`config.mk`:
```
export PLATFORM = sky130hd
export DESIGN_NAME = sha_block_padder
export DESIGN_NICKNAME = d
export VERILOG_FILES = /design/src/rtl/sha_block_padder.sv
export SDC_FILE = /design/constraint.sdc
export NUM_CORES = 2
export LEC_CHECK = 0
export BUFFER_PORTS_ARGS = -buffer_cell sky130_fd_sc_hd__buf_2
export CAP_MARGIN = 10
export CELL_PAD_IN_SITES_DETAIL_PLACEMENT = 0
export CELL_PAD_IN_SITES_GLOBAL_PLACEMENT = 1
export CORE_AREA = 2 2 430 432
export CTS_CLUSTER_SIZE = 10
export DETAILED_ROUTE_END_ITERATION = 10
export DIE_AREA = 0 0 432 434
export HOLD_SLACK_MARGIN = 0.06
export PLACE_DENSITY = 0.51
export SYNTH_ARGS = -nofsm -noshare
export SYNTH_HDL_FRONTEND = slang
export SYNTH_SLANG_ARGS = --single-unit
```
`constraint.sdc`:
```
create_clock -name clk -period 35.8 [get_ports clk]
set_input_delay 1.79 -clock clk [delete_from_list [all_inputs] [get_ports clk]]
set_output_delay 1.79 -clock clk [all_outputs]
set_load 0.02 [all_outputs]
```
`src/rtl/sha_block_padder.sv`:
```
// Packs a byte-wide AXI-Stream message into 512-bit big-endian blocks and
// optionally appends SHA-1/SHA-256 padding (0x80, zero fill, 64-bit bit length).
module sha_block_padder #(
  parameter int IN_BYTES = 64,
  parameter bit PAD_EN   = 1'b1,
  parameter int CNT_W    = 32
) (
  input  logic                  clk,
  input  logic                  reset,
  output logic                  o_tready_in,
  input  logic                  i_tvalid_in,
  input  logic [8*IN_BYTES-1:0] i_tdata_in,
  input  logic [IN_BYTES-1:0]   i_tkeep_in,
  input  logic                  i_tlast_in,
  input  logic                  i_tready_out,
  output logic                  o_tvalid_out,
  output logic [511:0]          o_tdata_out,
  output logic                  o_tlast_out
);

  // Handshake: a transfer happens on a rising edge where valid && ready are both
  // high; a producer holds valid and payload stable until that edge.

  typedef enum logic {FILL, EXTRA} state_t;
  // Element 0 is the most significant byte, matching block byte order.
  typedef logic [0:63][7:0] block_t;

  state_t             state_q, state_d;
  block_t             asm_q, asm_d;
  block_t             out_data_q, out_data_d;
  logic               asm_full_q, asm_full_d;
  logic               asm_last_q, asm_last_d;
  logic               out_valid_q, out_valid_d;
  logic               out_last_q, out_last_d;
  logic               extra_mark_q, extra_mark_d;
  logic [5:0]         off_q, off_d;
  logic [CNT_W-1:0]   len_q, len_d;
  logic [63:0]        extra_len_q, extra_len_d;

  logic               load;
  logic               accept;
  logic [6:0]         n_bytes;
  logic [6:0]         p_end;
  logic [CNT_W-1:0]   len_sum;
  logic [63:0]        bit_len;
  logic [511:0]       data_ext;
  logic [5:0]         rel;
  block_t             extra_blk;

  assign load        = asm_full_q && (!out_valid_q || i_tready_out);
  assign o_tready_in = !reset && (state_q == FILL) && (!asm_full_q || load);
  assign accept      = i_tvalid_in && o_tready_in;

  assign o_tvalid_out = out_valid_q;
  assign o_tdata_out  = out_data_q;
  assign o_tlast_out  = out_last_q;

  always_comb begin
    state_d      = state_q;
    asm_d        = asm_q;
    out_data_d   = out_data_q;
    asm_full_d   = asm_full_q;
    asm_last_d   = asm_last_q;
    out_valid_d  = out_valid_q;
    out_last_d   = out_last_q;
    extra_mark_d = extra_mark_q;
    off_d        = off_q;
    len_d        = len_q;
    extra_len_d  = extra_len_q;
    rel          = '0;

    n_bytes = '0;
    for (int i = 0; i < IN_BYTES; i++) begin
      n_bytes = n_bytes + 7'(i_tkeep_in[i]);
    end
    p_end     = 7'(off_q) + n_bytes;
    len_sum   = len_q + CNT_W'(n_bytes);
    bit_len   = 64'(len_sum) << 3;
    data_ext  = 512'(i_tdata_in);
    extra_blk = {(extra_mark_q ? 8'h80 : 8'h00), 440'b0, extra_len_q};

    if (load) begin
      out_data_d  = asm_q;
      out_last_d  = asm_last_q;
      out_valid_d = 1'b1;
      asm_full_d  = 1'b0;
    end else if (i_tready_out) begin
      out_valid_d = 1'b0;
    end

    // The second padding block is built only once the buffer has drained.
    if (state_q == EXTRA && load) begin
      asm_d      = extra_blk;
      asm_full_d = 1'b1;
      asm_last_d = 1'b1;
      state_d    = FILL;
    end

    if (accept) begin
      if (!i_tlast_in) begin
        for (int i = 0; i < IN_BYTES; i++) begin
          asm_d[off_q + 6'(i)] = i_tdata_in[8*i +: 8];
        end
        off_d = off_q + 6'(IN_BYTES);
        len_d = len_q + CNT_W'(IN_BYTES);
        if (off_d == 6'd0) begin
          asm_full_d = 1'b1;
          asm_last_d = 1'b0;
        end
      end else begin
        for (int k = 0; k < 64; k++) begin
          rel = 6'(k) - off_q;
          if (7'(k) < 7'(off_q)) begin
            asm_d[k] = asm_q[k];
          end else if (7'(k) < p_end) begin
            asm_d[k] = data_ext[{rel, 3'b000} +: 8];
          end else if (PAD_EN && 7'(k) == p_end) begin
            asm_d[k] = 8'h80;
          end else if (PAD_EN && p_end <= 7'd55 && k >= 56) begin
            asm_d[k] = bit_len[8*(63-k) +: 8];
          end else begin
            asm_d[k] = 8'h00;
          end
        end
        asm_full_d  = 1'b1;
        off_d       = '0;
        len_d       = '0;
        extra_len_d = bit_len;
        if (PAD_EN && p_end >= 7'd56) begin
          asm_last_d   = 1'b0;
          extra_mark_d = (p_end == 7'd64);
          state_d      = EXTRA;
        end else begin
          asm_last_d = 1'b1;
        end
      end
    end
  end

  always_ff @(posedge clk or posedge reset) begin
    if (reset) begin
      state_q      <= FILL;
      asm_q        <= '0;
      out_data_q   <= '0;
      asm_full_q   <= 1'b0;
      asm_last_q   <= 1'b0;
      out_valid_q  <= 1'b0;
      out_last_q   <= 1'b0;
      extra_mark_q <= 1'b0;
      off_q        <= '0;
      len_q        <= '0;
      extra_len_q  <= '0;
    end else begin
      state_q      <= state_d;
      asm_q        <= asm_d;
      out_data_q   <= out_data_d;
      asm_full_q   <= asm_full_d;
      asm_last_q   <= asm_last_d;
      out_valid_q  <= out_valid_d;
      out_last_q   <= out_last_d;
      extra_mark_q <= extra_mark_d;
      off_q        <= off_d;
      len_q        <= len_d;
      extra_len_q  <= extra_len_d;
    end
  end

endmodule

```
==> results.txt <==
Final period util -> 26.27%
Syn nets -> 4888
Final WL -> 206400 um
Largest net degree at the start of global routing -> 191
Number of flops mapped to enable cells by yosys -> 0
Layout filler cell count -> 19290
Hold Violations, Final -> 0
Setup CP Type -> primary input to register
Clk_lat worst skew -> 0.80 ns
Final max-slew violation count -> 0
Layout cells sized above 1 -> 26.40%
Final HPWL DP -> 151800 um
Final nets -> 5953
Most frequent cells in the layout -> nand2_1 (1730), buf_2 (1095), dfrtp_1 (1088), a22o_1 (440), clkbuf_16 (142)
DR DRC count -> 0
Reg area -> 27230 um^2
Iter 0 DRT Violations -> 2370
Status -> complete, no violations
Tmin final -> 9.403 ns
Top FF cell, synth -> dfrtp_1
Multi-input logic area -> 15400 um^2
CTS buffer count -> 140
Sink Count -> 1088
Core area -> 182500 um^2
Post-CTS Repair Setup Buffers -> 0
Crit end category -> register
Post-CTS sizing -> 0
Initial Util -> 24.03%
H-tree levels -> 4
Yosys Warn Count -> 0
Commonest non-fill, non-tap cell in the layout -> nand2_1
Root Buffer -> clkbuf_16
Clock buffer depth -> 3
TNS Setup -> 0 ns
RSZ-0062 raised after global routing -> no
Post-synth cell types -> 77
Hold WC Path Type -> register to register
Initial antenna violation count -> 113
Synth area leaders -> dfrtp_1 (62%), nand2_1 (15%), a22o_1 (8.8%)
Syn avg cell area -> 10.35 um^2
Global placer's final weighted congestion -> 0.8521
Total GRT Usage -> 21.57%
Vias per inst -> 4.616
Slew margin rel. -> 21.19%
Fmax -> 0.1063 GHz
Die height -> 434 um
Proportion of netlist area held by the largest area contributor -> 62.10%
CP required -> 36.49 ns
Asr flop ratio synth -> 100.0%
Num ports -> 1096
Hold buffer count at CTS -> 0
Max Cap Viol -> 0
Clock skew -> 0.04082 ns
GRT overflow -> 0
Worst-margin pin slew -> 1.180 ns
CP Launch Type -> primary input
CTS tree -> yes
First-pass GRT wire length -> 287600 um
Final setup fails -> 0
Port buffer count -> 1095
TritonRoute pass-1 iters -> 5
Cell taking the most area after synthesis -> dfrtp_1
Area growth syn-to-layout -> 28.96%
Antenna Nets Post-Route -> 0
Vias in the first global route -> 36450
Die area -> 187500 um^2
Routed len/inst -> 26.50 um
Synthesized area -> 43850 um^2
FP Rows -> 157
Post-synthesis cell count -> 4235
Sequential share of the synthesized area -> 62.10%
Via count -> 35960
Die Wd -> 432 um
Worst Path Max Fanout -> 13
WP data arrival -> 10.09 ns
Worst-path clk slew -> 0.05 ns
Synth Register Bits -> 1088
registers in the layout, indices dropped and copies added, names as in the netlist:
name	cells
asm_q	512
o_tdata_out	512
extra_len_q	32
len_q	26
asm_full_q	1
asm_last_q	1
extra_mark_q	1
o_tlast_out	1
o_tvalid_out	1
state_q	1
synth_stat cells, types with 5 or more instances:
library cell / instances
o21ai_1: 5
nand2b_1: 5
o21ai_0: 67
a211o_1: 7
a22o_1: 440
a21oi_2: 8
a311o_1: 8
xnor2_1: 17
a22oi_1: 7
buf_2: 15
a21oi_1: 60
o31ai_1: 8
nor4_1: 5
a221oi_1: 16
dfrtp_1: 1088
a221o_1: 8
nand3_1: 26
xor2_1: 28
o21a_1: 5
and2_1: 7
fa_1: 54
a21o_1: 7
ha_1: 18
nor3_1: 12
nand2_1: 1733
inv_1: 103
a31oi_1: 37
nand4_1: 18
and3_1: 10
clkbuf_1: 212
or3_1: 11
nor2_1: 99
buf_1: 6
cell type report:
class	instances	share of cell area, %
inverter	104	0.7037
multi-input combinational	2808	27.23
clock buffer	195	7.132
sequential	1088	48.15
antenna	27	0.1195
tap	2385	5.278
clock inverter	25	0.7192
timing repair buffer	1158	10.66
routing by layer:
layer  vias up  track usage [%]  share of wire [%]
met5         -                0              0.074
met4        26            7.635                3.7
met3       397            4.489                5.5
met2      1159            36.64                 49
met1     18120            27.02                 41
li1      16260                -                  -
stage by stage:
stage	util [%]	setup WS (ns)	area [um^2]	cells	hold slack [ns]
after floorplan	-	3.379	43850	4235	0.4380
after global placement	28.51	25.41	52030	7543	0.4477
after detailed placement	28.51	25.43	52030	7543	0.4507
after CTS	30.95	26.30	56470	7763	0.4450
after global routing	30.97	26.06	56520	7783	0.4763
final	30.98	26.40	56540	7790	0.4516
critical path, cell delays in order:
cell and delay [ns]:
buf_2 0.08, inv_1 0.05, fa_1 0.53, inv_1 0.05
fa_1 0.41, fa_1 0.55, inv_1 0.06, fa_1 0.53
inv_1 0.05, fa_1 0.53, fa_1 0.50, fa_1 0.56
inv_1 0.06, fa_1 0.53, inv_1 0.07, fa_1 1.01
nor2_1 0.22, nor2_1 0.61, nand3_1 0.60, o21ai_1 0.89
a221oi_1 0.21, a31oi_1 0.19
final timing paths:
check | start | to | slack [ns] | cells after the start
setup / recovery | i_tkeep_in[35] | asm_q[24] | 26.40 | 22
hold / removal | asm_q[59] | o_tdata_out[59] | 0.45 | 2
setup reg to reg | asm_full_q | asm_q[481] | 32.16 | 8
hold reg to reg | asm_q[59] | o_tdata_out[59] | 0.45 | 2
max in group asynchronous | reset | asm_q[400] | 31.09 | 5
min in group asynchronous | reset | len_q[20] | 1.24 | 2
cells by family after synthesis:
logic type | Yosys count | share of synthesized area [%]
AND/OR/NAND/NOR | 1957 | 17.53
flip-flops | 1088 | 62.10
AO/OA/AOI/OAI | 726 | 13.36
buffers and inverters | 339 | 2.962
adder cells (fa/ha/maj) | 72 | 2.979
XOR/XNOR | 45 | 0.8989
multiplexers | 7 | 0.1684
other | 1 | 0.008553
Power is left out: the tool's default activity adds up to more than one toggle a clock period on the data nets, which glitch-free logic cannot reach.
